### src/rtl/roi_pass_gate_if.sv
// Bus bundle for roi_pass_gate: pixel stream in, ROI config in, pass results out.
//   slave  : the gate (consumes pixels/config, drives results)
//   master : the producer/consumer side (coordinate generator + detectors, or a bench)
// Signals:
//   pix_valid, field, tv_x, tv_y                        pixel stream
//   cfg_we, cfg_idx, cfg_x1, cfg_y1, cfg_x2, cfg_y2     pending-bank ROI write
//   out_valid, pass, pass_x, pass_y, end_field          registered results
//   pass_cnt                                            per-ROI counts (PASS_COUNT_EN only)
interface roi_pass_gate_if #(
  parameter int unsigned CW   = 10,
  parameter int unsigned NROI = 2
);
  logic               pix_valid;
  logic               field;
  logic [CW-1:0]      tv_x;
  logic [CW-1:0]      tv_y;
  logic               cfg_we;
  logic [2:0]         cfg_idx;
  logic [CW-1:0]      cfg_x1;
  logic [CW-1:0]      cfg_y1;
  logic [CW-1:0]      cfg_x2;
  logic [CW-1:0]      cfg_y2;
  logic               out_valid;
  logic [NROI-1:0]    pass;
  logic [NROI*CW-1:0] pass_x;
  logic [CW-1:0]      pass_y;
  logic               end_field;
`ifdef PASS_COUNT_EN
  logic [NROI*2*CW-1:0] pass_cnt;
`endif

  modport slave (
`ifdef PASS_COUNT_EN
    output pass_cnt,
`endif
    input  pix_valid, field, tv_x, tv_y,
    input  cfg_we, cfg_idx, cfg_x1, cfg_y1, cfg_x2, cfg_y2,
    output out_valid, pass, pass_x, pass_y, end_field
  );

  modport master (
`ifdef PASS_COUNT_EN
    input  pass_cnt,
`endif
    output pix_valid, field, tv_x, tv_y,
    output cfg_we, cfg_idx, cfg_x1, cfg_y1, cfg_x2, cfg_y2,
    input  out_valid, pass, pass_x, pass_y, end_field
  );
endinterface

### src/rtl/roi_pass_gate.sv
// Multi-region video pass gate. Each valid pixel is tested against NROI rectangles; per-ROI
// pass flags and ROI-relative X come out one clock later. A one-shot end_field pulse fires once
// the scan of the active field has moved END_MARGIN lines past the lowest ROI.
// Ports:
//   clk    system clock
//   rst_n  asynchronous active-low reset (clears config banks too)
//   bus    roi_pass_gate_if.slave (pixel stream, ROI config writes, results)
// Optional feature: define PASS_COUNT_EN to add per-ROI saturating pass counters (bus.pass_cnt).
module roi_pass_gate #(
  parameter int unsigned CW         = 10,
  parameter int unsigned NROI       = 2,
  parameter int unsigned END_MARGIN = 4,
  parameter bit          FIELD_SEL  = 1'b1
) (
  input logic            clk,
  input logic            rst_n,
  roi_pass_gate_if.slave bus
);

  localparam logic [CW:0] Margin = (CW+1)'(END_MARGIN);

  typedef enum logic [1:0] {StWait, StActive, StDone} state_e;

  state_e r_state, w_state_d;

  logic [CW-1:0] r_pend_x1 [NROI];
  logic [CW-1:0] r_pend_y1 [NROI];
  logic [CW-1:0] r_pend_x2 [NROI];
  logic [CW-1:0] r_pend_y2 [NROI];
  logic [CW-1:0] r_act_x1  [NROI];
  logic [CW-1:0] r_act_y1  [NROI];
  logic [CW-1:0] r_act_x2  [NROI];
  logic [CW-1:0] r_act_y2  [NROI];
  logic [CW:0]   r_ymax_end;

  logic               r_out_valid;
  logic [NROI-1:0]    r_pass;
  logic [NROI*CW-1:0] r_pass_x;
  logic [CW-1:0]      r_pass_y;
  logic               r_end_field;

  logic            w_commit;
  logic            w_gate;
  logic            w_fire;
  logic [CW:0]     w_ymax_new;
  logic            w_any_valid;
  logic [NROI-1:0] w_hit;
  logic [CW-1:0]   w_x1  [NROI];
  logic [CW-1:0]   w_rel [NROI];

  // FSM next state; only a valid pixel advances it.
  always_comb begin
    w_state_d = r_state;
    w_commit  = 1'b0;
    w_gate    = 1'b0;
    w_fire    = 1'b0;
    if (bus.pix_valid) begin
      unique case (r_state)
        StWait: begin
          if (bus.field == FIELD_SEL) begin
            w_state_d = StActive;
            w_commit  = 1'b1;
            w_gate    = 1'b1;
          end
        end
        StActive: begin
          if (bus.field != FIELD_SEL) begin
            w_state_d = StWait;
          end else if ({1'b0, bus.tv_y} > r_ymax_end) begin
            w_state_d = StDone;
            w_fire    = 1'b1;
          end else begin
            w_gate = 1'b1;
          end
        end
        StDone: begin
          if (bus.field != FIELD_SEL) w_state_d = StWait;
        end
        default: w_state_d = StWait;
      endcase
    end
  end

  always_ff @(posedge clk or negedge rst_n) begin
    if (!rst_n) r_state <= StWait;
    else        r_state <= w_state_d;
  end

  // Lowest end line over the pending bank, evaluated for the commit.
  always_comb begin
    w_ymax_new  = '0;
    w_any_valid = 1'b0;
    for (int i = 0; i < int'(NROI); i++) begin
      if (r_pend_x1[i] <= r_pend_x2[i] && r_pend_y1[i] <= r_pend_y2[i]) begin
        w_any_valid = 1'b1;
        if ({1'b0, r_pend_y2[i]} + Margin > w_ymax_new) w_ymax_new = {1'b0, r_pend_y2[i]} + Margin;
      end
    end
    if (!w_any_valid) w_ymax_new = '1;
  end

  // The entry pixel compares against the bank being committed on this same edge.
  always_comb begin
    w_hit = '0;
    for (int i = 0; i < int'(NROI); i++) begin
      w_x1[i]  = w_commit ? r_pend_x1[i] : r_act_x1[i];
      w_rel[i] = bus.tv_x - w_x1[i];
      w_hit[i] = w_gate
          && (w_x1[i] <= bus.tv_x)
          && (bus.tv_x <= (w_commit ? r_pend_x2[i] : r_act_x2[i]))
          && ((w_commit ? r_pend_y1[i] : r_act_y1[i]) <= bus.tv_y)
          && (bus.tv_y <= (w_commit ? r_pend_y2[i] : r_act_y2[i]));
    end
  end

  // Config banks. A write coinciding with the commit lands in pending only (NBA ordering).
  always_ff @(posedge clk or negedge rst_n) begin
    if (!rst_n) begin
      for (int i = 0; i < int'(NROI); i++) begin
        r_pend_x1[i] <= '0;
        r_pend_y1[i] <= '0;
        r_pend_x2[i] <= '0;
        r_pend_y2[i] <= '0;
        r_act_x1[i]  <= '0;
        r_act_y1[i]  <= '0;
        r_act_x2[i]  <= '0;
        r_act_y2[i]  <= '0;
      end
      r_ymax_end <= '0;
    end else begin
      for (int i = 0; i < int'(NROI); i++) begin
        if (bus.cfg_we && bus.cfg_idx == 3'(i)) begin
          r_pend_x1[i] <= bus.cfg_x1;
          r_pend_y1[i] <= bus.cfg_y1;
          r_pend_x2[i] <= bus.cfg_x2;
          r_pend_y2[i] <= bus.cfg_y2;
        end
        if (w_commit) begin
          r_act_x1[i] <= r_pend_x1[i];
          r_act_y1[i] <= r_pend_y1[i];
          r_act_x2[i] <= r_pend_x2[i];
          r_act_y2[i] <= r_pend_y2[i];
        end
      end
      if (w_commit) r_ymax_end <= w_ymax_new;
    end
  end

  // Result registers; pass_x keeps its value across invalid cycles.
  always_ff @(posedge clk or negedge rst_n) begin
    if (!rst_n) begin
      r_out_valid <= 1'b0;
      r_pass      <= '0;
      r_pass_x    <= '0;
      r_pass_y    <= '0;
      r_end_field <= 1'b0;
    end else begin
      r_out_valid <= bus.pix_valid;
      r_end_field <= w_fire;
      if (bus.pix_valid) begin
        r_pass   <= w_hit;
        r_pass_y <= (|w_hit) ? bus.tv_y : '0;
        for (int i = 0; i < int'(NROI); i++) begin
          r_pass_x[i*CW +: CW] <= w_hit[i] ? w_rel[i] : '0;
        end
      end else begin
        r_pass   <= '0;
        r_pass_y <= '0;
      end
    end
  end

  assign bus.out_valid = r_out_valid;
  assign bus.pass      = r_pass;
  assign bus.pass_x    = r_pass_x;
  assign bus.pass_y    = r_pass_y;
  assign bus.end_field = r_end_field;

`ifdef PASS_COUNT_EN
  localparam logic [2*CW-1:0] CntMax = '1;
  localparam logic [2*CW-1:0] CntOne = (2*CW)'(1);

  logic [NROI*2*CW-1:0] r_pass_cnt;

  // Counts registered pass bits; pass is 0 outside ACTIVE so the count holds in WAIT/DONE.
  always_ff @(posedge clk or negedge rst_n) begin
    if (!rst_n) begin
      r_pass_cnt <= '0;
    end else if (w_commit) begin
      r_pass_cnt <= '0;
    end else begin
      for (int i = 0; i < int'(NROI); i++) begin
        if (r_pass[i] && r_pass_cnt[i*2*CW +: 2*CW] != CntMax) begin
          r_pass_cnt[i*2*CW +: 2*CW] <= r_pass_cnt[i*2*CW +: 2*CW] + CntOne;
        end
      end
    end
  end

  assign bus.pass_cnt = r_pass_cnt;
`else
  // Counter feature not built.
`endif

endmodule

### src/flat_wrapper.sv
// flat-port wrapper written by rule: the top's interface ports become plain ports
module roi_pass_gate_flat 
#(
  parameter int unsigned CW         = 10,
  parameter int unsigned NROI       = 2,
  parameter int unsigned END_MARGIN = 4,
  parameter bit          FIELD_SEL  = 1'b1
)
  (clk, rst_n, bus_pix_valid, bus_field, bus_tv_x, bus_tv_y, bus_cfg_we, bus_cfg_idx, bus_cfg_x1, bus_cfg_y1, bus_cfg_x2, bus_cfg_y2, bus_out_valid, bus_pass, bus_pass_x, bus_pass_y, bus_end_field);
  roi_pass_gate_if #(.CW(CW), .NROI(NROI)) bus_i ();
  input logic clk;
  input logic rst_n;
  input wire logic [$bits(bus_i.pix_valid)-1:0] bus_pix_valid;
  input wire logic [$bits(bus_i.field)-1:0] bus_field;
  input wire logic [$bits(bus_i.tv_x)-1:0] bus_tv_x;
  input wire logic [$bits(bus_i.tv_y)-1:0] bus_tv_y;
  input wire logic [$bits(bus_i.cfg_we)-1:0] bus_cfg_we;
  input wire logic [$bits(bus_i.cfg_idx)-1:0] bus_cfg_idx;
  input wire logic [$bits(bus_i.cfg_x1)-1:0] bus_cfg_x1;
  input wire logic [$bits(bus_i.cfg_y1)-1:0] bus_cfg_y1;
  input wire logic [$bits(bus_i.cfg_x2)-1:0] bus_cfg_x2;
  input wire logic [$bits(bus_i.cfg_y2)-1:0] bus_cfg_y2;
  output wire logic [$bits(bus_i.out_valid)-1:0] bus_out_valid;
  output wire logic [$bits(bus_i.pass)-1:0] bus_pass;
  output wire logic [$bits(bus_i.pass_x)-1:0] bus_pass_x;
  output wire logic [$bits(bus_i.pass_y)-1:0] bus_pass_y;
  output wire logic [$bits(bus_i.end_field)-1:0] bus_end_field;
  assign bus_i.pix_valid = bus_pix_valid;
  assign bus_i.field = bus_field;
  assign bus_i.tv_x = bus_tv_x;
  assign bus_i.tv_y = bus_tv_y;
  assign bus_i.cfg_we = bus_cfg_we;
  assign bus_i.cfg_idx = bus_cfg_idx;
  assign bus_i.cfg_x1 = bus_cfg_x1;
  assign bus_i.cfg_y1 = bus_cfg_y1;
  assign bus_i.cfg_x2 = bus_cfg_x2;
  assign bus_i.cfg_y2 = bus_cfg_y2;
  assign bus_out_valid = bus_i.out_valid;
  assign bus_pass = bus_i.pass;
  assign bus_pass_x = bus_i.pass_x;
  assign bus_pass_y = bus_i.pass_y;
  assign bus_end_field = bus_i.end_field;
  roi_pass_gate #(.CW(CW), .NROI(NROI), .END_MARGIN(END_MARGIN), .FIELD_SEL(FIELD_SEL)) u_core (.clk(clk), .rst_n(rst_n), .bus(bus_i));
endmodule
### config.mk
export PLATFORM = sky130hd
export DESIGN_NAME = roi_pass_gate_flat
export DESIGN_NICKNAME = d
export VERILOG_FILES = /design/src/rtl/roi_pass_gate_if.sv /design/src/rtl/roi_pass_gate.sv /design/src/flat_wrapper.sv
export SDC_FILE = /design/constraint.sdc
export NUM_CORES = 1
export LEC_CHECK = 0
export ABC_AREA = 1
export CORE_MARGIN = 8
export CORE_UTILIZATION = 50
export CTS_BUF_LIST = sky130_fd_sc_hd__clkbuf_4
export CTS_CLUSTER_DIAMETER = 50
export DETAILED_ROUTE_END_ITERATION = 7
export GPL_ROUTABILITY_DRIVEN = 0
export HOLD_SLACK_MARGIN = 0.1
export PLACE_DENSITY = 0.7
export SLEW_MARGIN = 20
export SYNTH_ARGS = -nofsm -noshare
export SYNTH_HDL_FRONTEND = slang
export SYNTH_SLANG_ARGS = --single-unit
### constraint.sdc
create_clock -name clk -period 7.75 [get_ports clk]
set_clock_uncertainty 0.2 [all_clocks]
set_input_delay 1.1625 -clock clk [delete_from_list [all_inputs] [get_ports clk]]
set_output_delay 1.1625 -clock clk [all_outputs]
set_load 0.005 [all_outputs]
Word-level counts from Yosys, hierarchy flattened
Cells that the tools add are included.
{"block": "op_classes", "n_addsub": 4, "order_cmp": 15, "n_eq_ne": 6, "muxes": 36, "reduce_logical": 16}
{"op": "$le A10 B10 Y1", "n": 12}
{"op": "$mux W10", "n": 12}
{"op": "$mux W11", "n": 5}
{"op": "$add A10 B3 Y11 const B", "n": 2}
{"op": "$sub A10 B10 Y10", "n": 2}
{"op": "$logic_and A1 B1 Y1", "n": 12}
{"op": "$mux W1", "n": 12}
{"op": "$gt A10 B11 Y1", "n": 1}
{"op": "$gt A11 B1 Y1 const B", "n": 1}
{"op": "$gt A11 B11 Y1", "n": 1}
{"op": "$mux W2", "n": 5}
{"op": "$pmux W2 S3", "n": 1}
{"op": "$ne A2 B2 Y1 const B", "n": 2}
{"op": "$reduce_and A4 Y1", "n": 1}
{"op": "$eq A3 B1 Y1 const B", "n": 1}
{"op": "$logic_not A3 Y1", "n": 1}
{"op": "$ne A3 B2 Y1 const B", "n": 1}
{"op": "$eq A2 B1 Y1 const B", "n": 1}
{"op": "$eq A2 B2 Y1 const B", "n": 1}
{"op": "$logic_not A2 Y1", "n": 1}
{"op": "$pmux W1 S2", "n": 1}
{"op": "$reduce_or A2 Y1", "n": 1}
{"block": "word_totals", "ff_bits": 207, "out_inout_bits": 34, "wordCells": 100}

Logic depth before layout (Yosys ltp)
{"block": "logic_depth", "depth_word": 12, "ltp_mapped": 27, "mapped_depth_nobuf": 25}

Least setup slack after synthesis
No wires, ideal clock.
{"block": "synth_path", "path_type": "input to register", "from": "input port bus_field", "to": "register u_core.r_pass_y[0], in the netlist u_core.bus.pass_y[0]", "setup_time_ns": 0.121, "t_arrival_ns": 3.333, "t_required_ns": 7.429, "slack_ns": 4.096, "path_stages": 16, "path_buffers": 3, "path_cell_list": "nand2_1 -> nor2_4 -> inv_2 -> buf_2 -> clkbuf_1 -> o21ai_0 -> ha_1 -> inv_1 -> fa_1 -> nand3_1 -> nand4_1 -> nor2_1 -> nor2_2 -> nand4_2 -> buf_6 -> a21oi_2"}
{"element": "from (decl)", "line": "flat_wrapper.sv:14", "text": "input wire logic [$bits(bus_i.field)-1:0] bus_field;"}
{"element": "to (signal assigned)", "line": "roi_pass_gate.sv:162", "text": "r_pass_y <= (|w_hit) ? bus.tv_y : '0;"}
{"element": "to (decl)", "line": "roi_pass_gate.sv:39", "text": "logic [CW-1:0] r_pass_y;"}

Final worst setup path
{"block": "layout_path", "from": "input port bus_pix_valid", "to": "register u_core.r_pass_y[2], in the netlist u_core.bus.pass_y[2]"}
{"block": "layout_via", "elab_chain_cells": 10}
{"element": "from (decl)", "line": "flat_wrapper.sv:13", "text": "input wire logic [$bits(bus_i.pix_valid)-1:0] bus_pix_valid;"}
{"element": "$mux W1", "line": "roi_pass_gate.sv:57", "text": "if (bus.pix_valid) begin"}
{"element": "$mux W10, on equally long branches"}
{"element": "$le A10 B10 Y1", "line": "roi_pass_gate.sv:109", "text": "&& (w_x1[i] <= bus.tv_x)"}
{"element": "$logic_and A1 B1 Y1", "line": "roi_pass_gate.sv:109"}
{"element": "$logic_and A1 B1 Y1", "line": "roi_pass_gate.sv:110", "text": "&& (bus.tv_x <= (w_commit ? r_pend_x2[i] : r_act_x2[i]))"}
{"element": "$logic_and A1 B1 Y1", "line": "roi_pass_gate.sv:111", "text": "&& ((w_commit ? r_pend_y1[i] : r_act_y1[i]) <= bus.tv_y)"}
{"element": "$logic_and A1 B1 Y1", "line": "roi_pass_gate.sv:112", "text": "&& (bus.tv_y <= (w_commit ? r_pend_y2[i] : r_act_y2[i]));"}
{"element": "$reduce_or A2 Y1", "line": "roi_pass_gate.sv:162"}
{"element": "$mux W10", "line": "roi_pass_gate.sv:162"}
{"element": "$mux W10 *", "line": "roi_pass_gate.sv:160", "text": "if (bus.pix_valid) begin"}
Every way passes the cells marked *; elsewhere a longest branch is shown, timed or not.
A chain may end at the register's enable or synchronous reset.

==> summary.txt <==
Floorplanning
  – Initial Utilization: 50.8%
  – Row count: 58
  – Die Wd: 176 um
  – DIE HEIGHT: 176 um
  – Top Ports: 102
  – Core area: 25,100 um^2
  – Die area: 30,900 um^2

Clock tree
  – Reg clk slew, reported paths: 0.06 ns
  – Post-cts sizing count: 0
  – Clk root buf: clkbuf_4
  – Total CTS buffers: 55
  – H-Tree Depth: 2
  – Clk_lat worst skew: 0.68 ns
  – Clock tree buffer depth: 3
  – Post-CTS Hold Buffers: 0
  – CTS Sinks: 207
  – Post-CTS setup buffers: 0
  – CTS tree: done

Power
  – Peak VDD IR: 109 uV
  – Leak: 7.80 nW
  – Power density cells: 319 nW/um^2
  – Total power draw: 4.68 mW

Run status
  – Status: completed

Synth
  – Ys async rst share: 100%
  – Mapped Nets: 1,801
  – Sequential share of the synthesized area: 40.6%
  – Most common flop cell mapped by yosys: dfrtp_1
  – Most frequent cell after synthesis: nand2_1
  – Yosys cell types: 39
  – Syn. warnings: 0
  – Synth top area cells: dfrtp_1 41%, ha_1 14%, nand2_1 12%
  – Syn_area_per_cell: 8.03 um^2
  – Syn Inst Count: 1,587
  – Synth top cells by count: 423 x nand2_1, 264 x inv_1, 207 x dfrtp_1, 144 x ha_1, 102 x o21ai_0
  – Post-synth top area share: 40.6%
  – Post-synth EDFFs: 0
  – Area leader, netlist: dfrtp_1
  – Synthesized flop and latch total: 207
  – Synth Cell Area: 12,700 um^2

STA
  – Maximum clock rate: 199 MHz
  – Measured slew at the worst slew-check pin: 0.838 ns
  – Setup ws final: 2.72 ns
  – Slew Viols, Final: 0
  – RSZ-0062 raised after global routing: no
  – Final Cycle Share: 64.9%
  – Final Hold Fails: 0
  – Max-slew headroom at the worst pin: 44.0%
  – Final setup fails: 0
  – Final worst path period need: 5.03 ns
  – Setup tns final: 0 ns

Detailed routing
  – Antenna-violating nets left: 0
  – Drt first pass iters: 7
  – Vias: 10,530
  – Final wirelength: 32,300 um
  – Initial DRC count: 756
  – Vias/cell: 5.08
  – DRC viols: 0
  – Drt wl/cell: 15.6 um

Hold path
  – Worst hold-check path type: flip-flop to flip-flop

Setup path
  – Critical-path cell list: clkdlybuf4s50_1, inv_1, nor2_4, buf_4, or2_2, o21ai_0, ha_1, nand2_1, nor3_1, nand3_1, o21ai_0, nand4_2, a21oi_2
  – Critical-path top delay cell: nand4_2
  – Worst EP required: 8.11 ns
  – Crit-path leading delay family: simple AND/OR/NAND/NOR gates
  – CP max FO: 71
  – Crit. End Element: flip-flop
  – Most frequent CP cell: o21ai_0
  – WP data arrival: 5.38 ns
  – Worst Path Buf+Inv: 3
  – CP max stage delay: 0.73 ns
  – Crit path kind: input pin to flip-flop
  – Startpoint class of the critical path: input pin

GRT
  – Gr busiest metal: met1
  – Vias in the first global route: 10,362
  – GRT met2 Usage: 31.2%
  – GRT met1 Usage: 31.7%
  – Met3 usage: 3.80%
  – Global-route wire length before repair: 53,200 um
  – All-Layer GR Usage: 21.3%
  – Initial antenna violation count: 1
  – Largest net degree at the start of global routing: 88
  – Grt total ovfl: 0

Place
  – Post-place setup slack: 1.92 ns
  – Dpl hpwl: 24,600 um
  – Port-buffer cells: 101

Final layout
  – Nets: 1,921
  – Layout cell share with drive strength beyond 1: 12.8%
  – Area Overhead vs Synth: 15.3%

Flow run
  – # Max-Cap Violations: 0
## where the power goes
group	internal (mW)	leakage, nW	total, mW	switching, mW
registers	1.41	2.58	1.62	0.209
clock network	0.485	0.395	0.921	0.436
logic	0.864	4.82	2.14	1.27
total	2.76	7.80	4.68	1.92
## sequential cells by signal (all words and copies together) (netlist names)
name and cells:
u_core.bus.end_field 1, u_core.bus.out_valid 1, u_core.bus.pass 2, u_core.bus.pass_x 20, u_core.bus.pass_y 10, u_core.r_act_x1 20
u_core.r_act_x2 20, u_core.r_act_y1 20, u_core.r_act_y2 20, u_core.r_pend_x1 20, u_core.r_pend_x2 20, u_core.r_pend_y1 20
u_core.r_pend_y2 20, u_core.r_state 2, u_core.r_ymax_end 11
## tightest hold or removal path, cell delays in order (launching register included)
cell and delay [ns]:
dfrtp_1 0.32, nand2_1 0.06, o21ai_2 0.06
## layer usage
layer / vias up / part of all wire, %
met5: - / 0
met1: 4907 / 51
met2: 291 / 41
li1: 5290 / -
met4: 0 / 1.5
met3: 42 / 6.4
## final timing paths
path	from	to	slack, ns	cells after the start
setup reg to reg	u_core.r_state[0]$_DFFE_PN0P_	u_core.bus.pass_y[2]$_DFF_PN0_	3.58	13
hold / removal	u_core.r_act_x2[3]$_DFF_PN0_	u_core.r_act_x2[3]$_DFF_PN0_	0.27	2
min in group asynchronous	rst_n	u_core.r_pend_x1[5]$_DFFE_PN0P_	0.32	1
setup / recovery	bus_pix_valid	u_core.bus.pass_y[2]$_DFF_PN0_	2.72	13
max in group asynchronous	rst_n	u_core.r_pend_y1[6]$_DFFE_PN0P_	5.67	2
hold reg to reg	u_core.r_act_x2[3]$_DFF_PN0_	u_core.r_act_x2[3]$_DFF_PN0_	0.27	2
## cell families after synthesis
logic type                 Yosys count  share of synthesized area [%]
buffers and inverters              314                           9.67
adders and majority gates          146                           14.5
xor gates and xnor gates            23                           1.58
AOI/OAI and AO/OA                  243                           11.9
DFF                                207                           40.6
and+or+nand+nor                    654                           21.7
## layout make-up
class | instances | area, um^2
Fill cell | 2361 | 10400
Multi-Input combinational cell | 1066 | 6340
Sequential cell | 207 | 5180
Timing Repair Buffer | 109 | 1090
Inverter | 268 | 1010
Clock buffer | 77 | 578
Tap cell | 330 | 413
Clock inverter | 13 | 81.3
Antenna cell | 1 | 2.50
## cells in the final DEF (no fill, tap or decap), types with 55 or more instances in the layout
master / count
clkbuf_4: 77
clkdlybuf4s50_1: 100
dfrtp_1: 207
ha_1: 144
inv_1: 264
nand2_1: 423
nand3_1: 57
nor2_1: 82
o21ai_0: 102
o21ai_2: 55
## metrics by stage
stage / instance area, um^2 / instances / utilization [%] / hold WS (ns)
2_1_floorplan: 12700 / 1587 / - / 0.242
3_3_place_gp: 14000 / 1979 / 55.8 / 0.255
3_5_place_dp: 14000 / 1979 / 55.8 / 0.260
4_1_cts: 14700 / 2069 / 58.4 / 0.277
5_1_grt: 14700 / 2071 / 58.5 / 0.295
6_report: 14700 / 2071 / 58.5 / 0.274
Note: power is estimated with default switching activity, not from simulation.
